[src/rtl/fetch_queue.sv]
// Instruction-fetch stage: issues sequential fetches, holds returned words in an
// in-order queue for decode, and cancels in-flight responses on redirect.
module fetch_queue #(
    parameter logic [31:0] RESET_PC = 32'h1c000000,
    parameter int unsigned DEPTH    = 4
) (
    input  logic        clk,
    input  logic        reset,
    output logic        inst_req,
    output logic [31:0] inst_addr,
    input  logic        inst_addr_ok,
    input  logic        inst_data_ok,
    input  logic [31:0] inst_rdata,
    input  logic        flush,
    input  logic [31:0] flush_target,
    input  logic        br_taken,
    input  logic [31:0] br_target,
    output logic        right_valid,
    input  logic        right_ready,
    output logic [31:0] PC,
    output logic [31:0] Inst
);

    localparam int unsigned PTR_W = $clog2(DEPTH);
    localparam int unsigned CNT_W = PTR_W + 1;

    logic [31:0]      fetch_pc;
    logic [31:0]      pc_q   [DEPTH];
    logic [31:0]      inst_q [DEPTH];
    logic             done_q [DEPTH];
    logic [PTR_W-1:0] head;
    logic [PTR_W-1:0] tail;
    logic [CNT_W-1:0] count;
    logic [CNT_W-1:0] cancel_cnt;

    logic             redirect;
    logic [31:0]      redirect_target;
    logic             issue;
    logic             pop;
    logic             fill_found;
    logic [PTR_W-1:0] fill_idx;
    logic [PTR_W-1:0] scan_idx;
    logic [CNT_W-1:0] pending;

    always_comb begin
        redirect        = flush | br_taken;
        redirect_target = flush ? flush_target : br_target;
        inst_req        = ~reset & ~redirect & (count < CNT_W'(DEPTH));
        inst_addr       = fetch_pc;
        right_valid     = done_q[head];
        PC              = pc_q[head];
        Inst            = inst_q[head];
        issue           = inst_req & inst_addr_ok;
        pop             = right_valid & right_ready;
    end

    // Walk live entries from head: first not-done entry receives the next
    // response, and the not-done total is what a redirect must cancel.
    always_comb begin
        fill_found = 1'b0;
        fill_idx   = '0;
        scan_idx   = '0;
        pending    = '0;
        for (int unsigned i = 0; i < DEPTH; i++) begin
            scan_idx = head + PTR_W'(i);
            if ((CNT_W'(i) < count) && !done_q[scan_idx]) begin
                pending = pending + CNT_W'(1);
                if (!fill_found) begin
                    fill_found = 1'b1;
                    fill_idx   = scan_idx;
                end
            end
        end
    end

    always_ff @(posedge clk) begin
        if (reset) begin
            fetch_pc   <= RESET_PC;
            pc_q       <= '{default: '0};
            inst_q     <= '{default: '0};
            done_q     <= '{default: 1'b0};
            head       <= '0;
            tail       <= '0;
            count      <= '0;
            cancel_cnt <= '0;
        end else if (redirect) begin
            fetch_pc   <= redirect_target;
            done_q     <= '{default: 1'b0};
            head       <= '0;
            tail       <= '0;
            count      <= '0;
            cancel_cnt <= cancel_cnt + pending - CNT_W'(inst_data_ok);
        end else begin
            if (issue) begin
                pc_q[tail]   <= fetch_pc;
                done_q[tail] <= 1'b0;
                tail         <= tail + PTR_W'(1);
                fetch_pc     <= fetch_pc + 32'd4;
            end
            if (inst_data_ok) begin
                if (cancel_cnt != '0) begin
                    cancel_cnt <= cancel_cnt - CNT_W'(1);
                end else if (fill_found) begin
                    inst_q[fill_idx] <= inst_rdata;
                    done_q[fill_idx] <= 1'b1;
                end
            end
            // Popped slots must read not-done so an empty queue shows no valid.
            if (pop) begin
                done_q[head] <= 1'b0;
                head         <= head + PTR_W'(1);
            end
            case ({issue, pop})
                2'b10:   count <= count + CNT_W'(1);
                2'b01:   count <= count - CNT_W'(1);
                default: count <= count;
            endcase
        end
    end

endmodule

[config.mk]
export PLATFORM = sky130hd
export DESIGN_NAME = fetch_queue
export DESIGN_NICKNAME = d
export VERILOG_FILES = /design/src/rtl/fetch_queue.sv
export SDC_FILE = /design/constraint.sdc
export NUM_CORES = 1
export LEC_CHECK = 0
export ABC_AREA = 1
export CAP_MARGIN = 20
export CORE_MARGIN = 5
export CORE_UTILIZATION = 62
export CTS_BUF_LIST = sky130_fd_sc_hd__clkbuf_8
export CTS_CLUSTER_SIZE = 12
export DETAILED_ROUTE_END_ITERATION = 10
export PLACE_DENSITY = 0.89
export SYNTH_ARGS = -nofsm -noshare
export SYNTH_HDL_FRONTEND = slang
export SYNTH_SLANG_ARGS = --single-unit
export TNS_END_PERCENT = 100
[constraint.sdc]
create_clock -name clk -period 10.7 [get_ports clk]
set_clock_uncertainty 0.2 [all_clocks]
set_input_delay 3.21 -clock clk [delete_from_list [all_inputs] [get_ports clk]]
set_output_delay 3.21 -clock clk [all_outputs]
set_load 0.03 [all_outputs]
==> impl_results.md, run 1 <==
- Post-CTS Hold Fix Bufs: 0
- Total GRT Usage: 31.22%
- Mapped Cells: 2126
- DR vias: 15330
- Nets: 2355
- Synthesized flop and latch total: 302
- CTS tree: built
- Post-route minimum period: 8360 ps
- Max Slew Vio Count: 0
- Yosys warns: 0
- Crit Path Category: in -> out
- Remaining antenna violation count after routing: 0
- Max-cap violation count: 0
- DRT iter0 DRCs: 1852
- Antenna cells: 0
- CTS Buf Count: 47
- Number of remaining DRC errors: 0
- # fillers: 1800
- Worst-path clk slew: 60 ps
- DP HPWL: 26900 um
- Sequential fraction of the synthesis area: 41.10%
- P per Cell Area: 140.2 mW/mm^2
- Vias in the first global route: 14520
- Synth Flop Type: dfxtp_1
- Area of the multi-input gates: 0.007345 sq mm
- Final setup violation count: 0
- Unrepaired setup endpoints after global routing: false
- Critical Path Start Type: input port
- Setup bufs post-CTS: 0
- H-tree Lvls: 2
- Io pins: 201
- Core Region: 0.02340 sq mm
- Die height: 164.0 um
- CP Capture Type: output port
- I/O Buffers: 200
- Mean Syn Cell Area: 6.919 sq um
- # clock sinks: 302
- Share of cells above drive strength 1: 5.345%
- Routed vias/inst: 5.935
- CP max FO: 34
- Status: finished, final reports clean
- Area growth from synthesis to layout: 18.82%
- Die width: 164.0 um
- CP arrival: 4950 ps
- Final period utilization: 78.13%
- Initial core utilization: 62.85%
- Syn Nets: 2252
- Setup TNS: 0 ps
- Clock latency at the later pin of the worst-skew pair: 560 ps
- DRT Pass-1 Iters: 7
- Largest net degree at the start of global routing: 100
- Row count: 56
- Initial antenna violation count: 0
- Required time worst endpoint: 7290 ps
- First-pass GRT wire length: 69600 um
- Die area: 0.02690 sq mm
- Asr flop ratio synth: 0%
- Root Buffer Master: clkbuf_8
- CTS max path bufs: 3
- Peak VDD IR: 0.0001347 V
- Drt wl/cell: 16.83 um
- Sequential cell area: 0.006050 sq mm
- WL final: 43460 um
- Worst-Margin Slew: 1067 ps
- Cell variety after synth: 37
- Min-Delay Path Class: reg -> reg
- Post-CTS sizing: 0
- Cell Area, Synth: 0.01471 sq mm
- EDFF count, synth: 0
- Final Wtd Congestion: 0.9787
- Overflow after GRT: 0
- Register-to-Register Setup Slack: 4850 ps
- Slew headroom: 28.78%
- Fin. Hold Viols: 0
- Hold Slack: 259.3 ps
- Max Fclk: 119.6 MHz
- Leakage power: 7.127 nW
## flip-flops by register name (all words and copies together) (netlist names)
| signal | cells |
|---|---|
| inst_addr | 32 |
| count | 3 |
| done_q | 4 |
| inst_q | 128 |
| cancel_cnt | 3 |
| pc_q | 128 |
| head | 2 |
| tail | 2 |
## power breakdown
group / switching (mW) / internal (mW)
clock: 0.457 / 0.584
combinational: 0.149 / 0.0952
sequential: 0.0232 / 1.14
## cell families (layout without fill, tap and decap cells)
| logic type | Yosys count | in the layout | share of synthesized area, % |
|---|---|---|---|
| AOI/OAI and AO/OA | 673 | 673 | 23.61 |
| xor gates and xnor gates | 20 | 20 | 1.191 |
| adders and majority gates | 23 | 23 | 2.007 |
| and+or+nand+nor | 799 | 799 | 23.13 |
| buffers and inverters | 309 | 447 | 8.966 |
| DFF | 302 | 302 | 41.10 |
## worst paths after layout
path | to | cells after the start | startpoint
worst max-delay path | inst_req | 6 | flush
worst min-delay path | inst_q[9] | 2 | inst_q[9]
worst max register to register | inst_q[79] | 14 | head[0]
worst min register to register | inst_q[9] | 2 | inst_q[9]
## cells in the final DEF, fill, tap and decap left out, types with 2 or more instances in the layout
cell type	synthesis	routed
nor4_1	7	7
buf_4	6	13
a31oi_1	8	8
inv_1	145	156
nand4_1	70	70
inv_4	0	2
o21ai_1	3	3
ha_1	22	22
a2111oi_0	2	2
nor2_2	3	3
xnor2_1	4	4
a211oi_1	11	11
o22ai_1	33	33
o21ai_0	343	343
clkdlybuf4s50_1	0	199
nor3_1	13	13
clkinv_2	0	5
inv_2	5	5
o21bai_1	3	3
xor2_1	16	16
nand2_2	9	9
nand3_1	22	22
dfxtp_1	302	301
nor2_1	339	339
a21oi_1	266	266
o211ai_1	4	4
bufinv_16	0	3
nand3_4	3	3
nand2_1	319	319
clkbuf_8	0	61
nand3_2	8	8
nor2_4	2	2
## area by class of cell
class                   instances  share of cell area [%]
clock buffers                  61                   4.803
inverters                     150                   3.250
multi-input cells            1515                   42.02
repair buffers                213                   11.98
flip-flops and latches        302                   34.61
well taps                     319                   2.284
clock inverters                23                   1.045
## cells in the mapped netlist (16+ instances only)
cell      count  share of area, %
nor2_1      339               8.7
clkbuf_1     81               2.1
nand3_1      22              0.75
inv_1       145               3.7
o22ai_1      33               1.4
ha_1         22               1.9
buf_2        53               1.8
a21oi_1     266               9.1
dfxtp_1     302                41
nand4_1      70               3.0
nand2_1     319               8.1
xor2_1       16              0.95
o21ai_0     343                12
## worst max-delay path, cell delays in order
cell             delay, ps
clkdlybuf4s50_1        400
buf_4                  250
nor2_4                 160
nand2_2                100
nor2_2                 130
clkdlybuf4s50_1        680
## layer usage
layer  up-vias  part of all wire (%)  global-route usage (%)
met3       135                   8.8                   4.918
met5         -                     0                       0
met4         0                   4.7                   16.51
met2       840                    48                   52.61
met1      7050                    39                   38.54
li1       7304                     -                       -
## per-stage QoR
| stage | power [mW] | std cells | cell area (sq um) | worst slack [ps] | utilization, % |
|---|---|---|---|---|---|
| 2_1_floorplan | 1.314 | 2126 | 14710 | 3378 | - |
| 3_3_place_gp | 1.422 | 2499 | 16460 | 2370 | 70.32 |
| 3_5_place_dp | 1.428 | 2499 | 16460 | 2341 | 70.32 |
| 4_1_cts | 2.451 | 2583 | 17480 | 2338 | 74.68 |
| 5_1_grt | 2.529 | 2583 | 17480 | 2254 | 74.68 |
| 6_report | 2.451 | 2583 | 17480 | 2340 | 74.68 |
(Power assumes the default switching activity.)
==> run 2, diff against run 1 <==
- CORE_UTILIZATION: 62 -> 52
- PLACE_DENSITY: 0.89 -> 0.79
- clock period: 10.7 -> 7.4 ns (I/O delays scaled with it)
==> run 2 against run 1 <==
Net effect:
- first-iteration DRC count decreased by 28%
- cell count increased by 2.2%
- non-clock buffer count increased by 3
- clock power increased by 27%
- critical path type is now reg -> out
- die area increased by 18%
- flip-flop and latch count unchanged
==> impl_results.md, run 2 (synthesis results as in run 1) <==
- Critical Path Start Type: register (was input port)
- # clock sinks: 302 (unchanged)
- Root Buffer Master: clkbuf_8 (unchanged)
- Required time worst endpoint: 4980 ps (was 7290 ps)
- Sequential share of power: 50.3% (was 47.5%)
- I/O Buffers: 200 (unchanged)
- Post-CTS Hold Fix Bufs: 0 (unchanged)
- CP max FO: 108 (was 34)
- Max Fclk: 166.6 MHz
- Overflow after GRT: 0 (unchanged)
- Initial antenna violation count: 0 (unchanged)
- CP Capture Type: output port (unchanged)
- Pint: 2.453 mW (was 1.822 mW)
- Antenna cells: 0 (unchanged)
- Logic pwr share: 10.4% (was 10.0%)
- Core Region: 0.02786 sq mm (was 0.02340 sq mm)
- CTS tree: built (unchanged)
- DR vias: 14950 (was 15330)
- Number of remaining DRC errors: 0 (unchanged)
- Nets: 2359 (was 2355)
- Die height: 178.2 um (was 164.0 um)
- Final period utilization: 81.14%
- Peak VDD IR: 0.0001248 V (was 0.0001347 V)
- Crit Path Category: reg -> out (was in -> out)
- Post-CTS sizing: 0 (unchanged)
- WL final: 43910 um (was 43460 um)
- Routed vias/inst: 5.667 (was 5.935)
- Slew headroom: 27.90% (was 28.78%)
- DRT iter0 DRCs: 1336 (was 1852)
- Min-Delay Path Class: reg -> reg (unchanged)
- Drt wl/cell: 16.64 um (was 16.83 um)
- Area growth from synthesis to layout: 18.32% (was 18.82%)
- Vias in the first global route: 13870 (was 14520)
- P per Cell Area: 192.8 mW/mm^2 (was 140.2 mW/mm^2)
- Max-cap violation count: 0 (unchanged)
- DRT Pass-1 Iters: 9 (was 7)
- Commonest non-fill, non-tap cell in the layout: o21ai_0 (unchanged)
- Largest net degree at the start of global routing: 109 (was 100)
- First-pass GRT wire length: 70570 um (was 69600 um)
- Remaining antenna violation count after routing: 0 (unchanged)
- Register-to-Register Setup Slack: 2070 ps (was 4850 ps)
- Io pins: 201 (unchanged)
- # fillers: 2517 (was 1800)
- Clock latency at the later pin of the worst-skew pair: 580 ps (was 560 ps)
- Worst-Margin Slew: 1081 ps (was 1067 ps)
- Total GRT Usage: 26.75% (was 31.22%)
- Initial core utilization: 52.80% (was 62.85%)
- Sw Share: 26.89% (was 25.66%)
- Commonest cells after routing, fill and taps aside: 343 x o21ai_0, 339 x nor2_1, 319 x nand2_1, 301 x dfxtp_1, 266 x a21oi_1 (unchanged)
- Setup TNS: 0 ps (unchanged)
- CTS max path bufs: 3 (unchanged)
- Status: finished, final reports clean (unchanged)
- Hold Slack: 257.2 ps (was 259.3 ps)
- Final Wtd Congestion: 0.8961 (was 0.9787)
- Setup bufs post-CTS: 0 (unchanged)
- Switching power: 0.9021 mW (was 0.6289 mW)
- Clk pwr share: 39.3% (was 42.5%)
- Final setup violation count: 0 (unchanged)
- Row count: 61 (was 56)
- Worst-path clk slew: 70 ps (was 60 ps)
- CTS Buf Count: 48 (was 47)
- CP arrival: 3580 ps (was 4950 ps)
- Post-route minimum period: 6004 ps
- Leakage power: 7.078 nW (was 7.127 nW)
- DP HPWL: 27240 um (was 26900 um)
- Die width: 178.2 um (was 164.0 um)
- H-tree Lvls: 2 (unchanged)
- Unrepaired setup endpoints after global routing: false (unchanged)
- Share of cells above drive strength 1: 5.086% (was 5.345%)
- Die area: 0.03175 sq mm (was 0.02690 sq mm)
- Fin. Hold Viols: 0 (unchanged)
- Max Slew Vio Count: 0 (unchanged)
## run 2: changes by cell type in the layout (fill, tap and decap cells not counted), sizes merged
| cell | before | now |
|---|---|---|
| inv | 164 | 169 |
| buf | 14 | 18 |
| clkbuf | 61 | 54 |
| bufinv | 3 | 0 |
| clkinvlp | 1 | 0 |
| clkdlybuf4s50 | 199 | 198 |
## run 2: power by group through the flow
stage	registers, mW	logic, mW	clock network [mW]
3_3_place_gp	1.72	0.340	0
3_5_place_dp	1.72	0.346	0
6_report	1.69	0.349	1.32
5_1_grt	1.69	0.378	1.41
4_1_cts	1.69	0.348	1.34
2_1_floorplan	1.74	0.162	0
## run 2: worst max-delay path, stage by stage, from the launching register on
cell and delay (ps):
dfxtp_4 440, inv_4 750, buf_4 430, o21ai_0 130
o21ai_0 390, clkdlybuf4s50_1 760
## run 2: routing by layer
metal	global-route usage [%]	share of wire, %
met2	45.16	48
met5	0	0
met4	9.914	3.1
met3	3.858	6.5
met1	34.89	42
## run 2: final timing paths
| path | startpoint | to | cells past startpoint |
|---|---|---|---|
| worst max-delay path | head[0] | Inst[2] | 5 |
| worst min-delay path | inst_q[69] | inst_q[69] | 2 |
| worst max register to register | head[0] | inst_q[18] | 16 |
| worst min register to register | inst_q[69] | inst_q[69] | 2 |
## run 2: layout make-up
class / count / area, sq um / area share, %
Tap cell: 378 / 473.0 / 2.717
Inverter: 150 / 568.0 / 3.264
Multi-Input combinational cell: 1515 / 7345 / 42.20
Sequential cell: 302 / 6050 / 34.76
Timing Repair Buffer: 216 / 2115 / 12.15
Clock inverter: 24 / 111.4 / 0.6398
Clock buffer: 54 / 743.2 / 4.270
## run 2: per-stage QoR
step	setup slack [ps]	instances	cell area [sq um]	util, %	power [mW]
floorplan	2058	2126	14710	-	1.900
global placement	1516	2561	16550	59.41	2.060
detailed placement	1469	2561	16550	59.41	2.066
CTS	1441	2639	17400	62.47	3.371
global route	1277	2639	17400	62.47	3.480
finish	1396	2639	17400	62.47	3.355
==> run 3, diff against run 2 <==
- clock period: 7.4 -> 4.9 ns (I/O delays scaled with it)
==> run 3 against run 2 <==
Net effect:
- highest routed layer unchanged
- largest cell class unchanged
- die area stayed put
- first-iteration DRC count shrank 2.9%
- cell count increased by 0.76%
- non-clock buffer count is 8 higher
- total power grew 59%
- global-route usage is essentially flat
- count of clock-buffer cells in the layout up 7
==> impl_results.md, run 3 (synthesis results as in run 1) <==
- Max Fclk: 213.3 MHz
- Vias in the first global route: 14300 (was 13870)
- Leakage power: 7.235 nW (was 7.078 nW)
- P per Cell Area: 300.8 mW/mm^2 (was 192.8 mW/mm^2)
- Number of remaining DRC errors: 0 (unchanged)
- Crit Path Category: reg -> out (unchanged)
- Routed met1 length: 18330 um (was 18600 um)
- # fillers: 2496 (was 2517)
- DP HPWL: 27750 um (was 27240 um)
- Core Region: 0.02786 sq mm (unchanged)
- Post-route minimum period: 4688 ps
- Final cell count without fillers: 2659 (was 2639)
- CP max stage cell: clkdlybuf4s50_1 (unchanged)
- Routed vias/inst: 5.641 (was 5.667)
- Share of cells above drive strength 1: 5.787% (was 5.086%)
- Max Slew Vio Count: 0 (unchanged)
- Post-CTS sizing: 0 (unchanged)
- Largest net degree at the start of global routing: 140 (was 109)
- Switching power: 1.386 mW (was 0.9021 mW)
- Met2 WL: 21220 um (was 21100 um)
- Commonest cells after routing, fill and taps aside: 343 x o21ai_0, 339 x nor2_1, 319 x nand2_1, 301 x dfxtp_1, 266 x a21oi_1 (unchanged)
- # clock sinks: 302 (unchanged)
- Uppermost routed layer: met4 (unchanged)
- Io pins: 201 (unchanged)
- Unrepaired setup endpoints after global routing: false (unchanged)
- Metal3 WL: 2944 um (was 2867 um)
- Max incr delay on CP: 760 ps (about the same)
- CP arrival: 3020 ps (was 3580 ps)
- Peak VDD IR: 0.0002110 V (was 0.0001248 V)
- CP Cell Sequence: inv_4 > buf_12 > o21ai_0 > o22ai_1 > clkdlybuf4s50_1 (was inv_4 > buf_4 > o21ai_0 > o21ai_0 > clkdlybuf4s50_1)
- Slew headroom: 34.04% (was 27.90%)
- Crit path buf inv count: 3 (unchanged)
- CTS tree: built (unchanged)
- Placed cells: 2568 (was 2561)
- Initial antenna violation count: 0 (unchanged)
- Die area: 0.03175 sq mm (unchanged)
- Max-cap violation count: 0 (unchanged)
- Clock latency at the later pin of the worst-skew pair: 560 ps (was 580 ps)
- Drt wl/cell: 16.56 um (was 16.64 um)
- Setup bufs post-CTS: 0 (unchanged)
- CTS Buf Count: 51 (was 48)
- DRT iter0 DRCs: 1297 (was 1336)
- CP Capture Type: output port (unchanged)
- CTS max path bufs: 3 (unchanged)
- Sw Share: 26.02% (was 26.89%)
- Root Buffer Master: clkbuf_8 (unchanged)
- DR vias: 15000 (was 14950)
- Initial core utilization: 52.80% (unchanged)
- Worst-Margin Slew: 988.4 ps (was 1081 ps)
- Total GRT Usage: 26.73% (was 26.75%)
- Final period utilization: 95.67%
- H-tree Lvls: 2 (unchanged)
- Required time worst endpoint: 3230 ps (was 4980 ps)
- Status: finished, final reports clean (unchanged)
- Die width: 178.2 um (unchanged)
- First-pass GRT wire length: 70540 um (was 70570 um)
- Area growth from synthesis to layout: 20.34% (was 18.32%)
- DRT Pass-1 Iters: 6 (was 9)
- Fin. Hold Viols: 0 (unchanged)
- Sequential share of power: 47.8% (was 50.3%)
- Critical Path Start Type: register (unchanged)
- Row count: 61 (unchanged)
- Commonest non-fill, non-tap cell in the layout: o21ai_0 (unchanged)
- Final Wtd Congestion: 0.9090 (was 0.8961)
- Nets: 2370 (was 2359)
- Min-Delay Path Class: reg -> reg (unchanged)
- Logic pwr share: 10.0% (was 10.4%)
- Top delay family on crit path: buffers and inverters (unchanged)
- Remaining antenna violation count after routing: 0 (unchanged)
- Setup TNS: 0 ps (unchanged)
- Post-CTS Hold Fix Bufs: 0 (unchanged)
- WL final: 44040 um (was 43910 um)
- I/O Buffers: 200 (unchanged)
- Worst-path clk slew: 60 ps (was 70 ps)
- Overflow after GRT: 0 (unchanged)
- Clk pwr share: 42.2% (was 39.3%)
- Die height: 178.2 um (unchanged)
- Final setup violation count: 0 (unchanged)
- Antenna cells: 0 (unchanged)
- Pint: 3.939 mW (was 2.453 mW)
- CP max FO: 122 (was 108)
- Final core utilization: 63.54% (was 62.47%)
==> run 3: layer usage <==
| layer | vias up | track usage [%] |
|---|---|---|
| li1 | 7330 | - |
| met1 | 6967 | 33.40 |
| met2 | 598 | 46.51 |
| met3 | 105 | 4.175 |
| met4 | 0 | 10.17 |
| met5 | - | 0 |
==> run 3: cell type report <==
type	instances	area, sq um	share of cell area (%)
tap	378	473.0	2.672
timing repair buffer	224	2245	12.68
clock buffer	61	839.6	4.743
clock inverter	29	181.4	1.025
sequential	302	6050	34.18
multi-input combinational	1515	7345	41.49
inverter	150	568.0	3.209
==> run 3: final timing paths <==
kind	startpoint	endpoint	slack, ps	cells after the start
worst max register to register	head[0]	cancel_cnt[2]	500	21
worst min-delay path	inst_q[84]	inst_q[84]	260	2
worst max-delay path	head[0]	PC[8]	210	5
worst min register to register	inst_q[84]	inst_q[84]	260	2
==> run 3: worst min-delay path, cell delays in order, from the launching register on <==
cell     delay [ps]
dfxtp_1         300
nand2_1          60
a21oi_1          50
==> run 3: power by group through the flow <==
stage               registers (mW)  logic [mW]  clock network, mW
finish                        2.55       0.533               2.25
CTS                           2.54       0.528               2.28
global route                  2.55       0.575               2.39
floorplan                     2.62       0.245                  0
global placement              2.60       0.518                  0
detailed placement            2.60       0.525                  0
==> run 3: metrics by stage <==
| step | hold slack [ps] | area (sq um) | total power [mW] | worst slack [ps] |
|---|---|---|---|---|
| floorplan | 229.7 | 14710 | 2.869 | 283.6 |
| global placement | 244.1 | 16650 | 3.115 | 665.7 |
| detailed placement | 248.6 | 16650 | 3.122 | 528.9 |
| CTS | 258.0 | 17670 | 5.354 | 200.6 |
| global route | 274.8 | 17700 | 5.517 | 86.82 |
| finish | 255.8 | 17700 | 5.325 | 212.1 |
==> RTL edit: new RTL, flow settings as in run 2 <==
Reset style: asynchronous (`reset`), changed in one clocked block.
--- a/src/rtl/fetch_queue.sv
+++ b/src/rtl/fetch_queue.sv
@@ -75,3 +75,3 @@
 
-    always_ff @(posedge clk) begin
+    always_ff @(posedge clk or posedge reset) begin
         if (reset) begin
Check against the original RTL: differs if reset is asserted again (counterexample within 4 cycles, from zero or initial values and one cycle with reset high); with reset held inactive, the same outputs for 4 cycles.
==> RTL edit against run 2 <==
- routed wire length grew 0.94%
- hold slack gained 0.0091 ns
- area after synthesis grew 5.1%
- sequential cell count is the same
- die area grew 4.8%
- first-iteration DRC count grew 26%
- cell area grew 6.3%
- setup slack lost 0.041 ns
- fmax shrank 0.68%
- critical path type is now input port to output pin
- largest cell class is now sequential cells
Power is not compared: it rests on default switching activity, and its combinational part moved more than twofold at a synthesized area within 25%.
==> RTL edit: results (changes against run 2) <==
[yosys]
synth.avg_cell_area_sq_um = 7.92  ; +14%
synthArstFlopShare_pct = 100  ; +100 points
yosys_warnings = 0  ; unchanged
yosysSeqAreaShare_pct = 48.9  ; +7.8 points
yosys.cell_types.count = 46  ; +24%
ys_top_cells_by_area = dfrtp_1 (48%), nand2_1 (13%), o21ai_0 (10%)
synth.net_count = 2078  ; -7.7%
netlist_top_cells_count = nand2_1 (526), o21ai_0 (310), dfrtp_1 (299), nor2_1 (215), nand3_1 (97)

[clock_network]
cts_made_buffers = 51  ; +6.3%
clockBufferDepth = 3  ; unchanged

[global_routing]
grt_start_max_net_pins = 150  ; +38%
grt_pass1_vias = 14000  ; +1.2%
grt_pass1_wl_um = 72000  ; +2.1%
track_usage_pct = 26.2  ; -0.52 points

[setup_path]
crit_fanout = 11  ; -90%
crit_arrival_ns = 3.63  ; +0.05 ns

[placed_design]
gp_congestion = 0.940  ; +4.9%
hpwl_um = 26800  ; -1.6%
placed_cells = 2420  ; -5.5%

[outcome]
status = completed

[final_layout]
instances_no_fill = 2515  ; -4.7%
drive_gt1_share_pct = 6.31  ; +1.2 points
nets = 2212  ; -6.2%

[route]
drt-pass1-iter-count = 6  ; -3
via_per_inst = 5.82  ; +2.7%
drt_iter0_markers = 1678  ; +26%

[timing]
max-slew-margin-rel_pct = 24.0  ; -3.9 points

==> RTL edit: cell count changes after synthesis, moves of 12 or more <==
cell             run 2  this run
clkbuf_1            81        69
a21oi_1            266        32
dfxtp_1            302         0
nand2_1            319       526
nand3_1             22        97
o22ai_1             33        71
nor2_1             339       215
o21ai_0            343       310
dfrtp_1              0       299
inv_1              145        75
buf_2               53        35
==> RTL edit: logic make-up after synthesis <==
logic type	count (synthesis)	synth area share (%)
flops	302	48.9
mux	2	0.129
compound gates	435	15.0
fa+ha+maj	22	1.83
simple gates	957	26.6
buf+inv	218	6.59
xor+xnor	17	0.963
==> RTL edit: final timing paths <==
kind	startpoint	end	slack (ns)	cells past startpoint
min in group asynchronous	reset	inst_addr[20]$_DFFE_PP0P_	2.06	2
max in group asynchronous	reset	inst_q[5]$_DFFE_PP0P_	3.65	3
max reg2reg	head[0]$_DFFE_PP0P_	inst_q[57]$_DFFE_PP0P_	2.50	16
min	inst_q[74]$_DFFE_PP0P_	inst_q[74]$_DFFE_PP0P_	0.27	2
min reg2reg	inst_q[74]$_DFFE_PP0P_	inst_q[74]$_DFFE_PP0P_	0.27	2
max	br_taken	inst_req	1.35	4
==> RTL edit: cell type report <==
| type | count | area, sq um |
|---|---|---|
| fillers | 2493 | 11000 |
| flip-flops and latches | 302 | 7570 |
| multi-input cells | 1433 | 6890 |
| repair buffers | 217 | 2210 |
| clock buffers | 67 | 922 |
| well taps | 390 | 488 |
| inverters | 82 | 315 |
| clock inverters | 24 | 108 |
==> RTL edit: per-stage QoR <==
stage,hold slack [ns],instance area [sq um],worst slack (ns)
CTS,0.267,18400,1.34
finish,0.266,18500,1.35
global route,0.277,18500,1.26
global placement,0.248,17400,1.37
detailed placement,0.253,17400,1.34
floorplan,0.237,15500,0.967
==> RTL edit: power groups by stage <==
stage               Combinational [mW]  Sequential, mW  Clock [mW]
global placement                  1.42            2.04           0
global route                      1.58            2.05        1.59
CTS                               1.45            2.02        1.50
finish                            1.45            2.03        1.48
floorplan                        0.866            2.06           0
detailed placement                1.45            2.05           0
==> RTL edit: worst register-to-register path: stages (launching register included) <==
cell	delay [ns]
dfrtp_4	0.63
clkinv_2	0.09
buf_4	0.48
ha_1	0.39
inv_1	0.16
nor2_1	0.08
nor2_2	0.13
nand2_1	0.12
ha_1	0.24
nand4_1	0.25
nand3_1	0.16
nand3_2	0.15
nand2_8	0.30
nor2_8	0.72
nand2_4	0.46
nand2_1	0.19
nand2_1	0.06
==> RTL edit: per-layer routing <==
layer	track usage [%]	routed length, um
met5	0	0
met4	8.23	1120
met3	6.74	4200
met2	41.4	20500
met1	35.9	18500
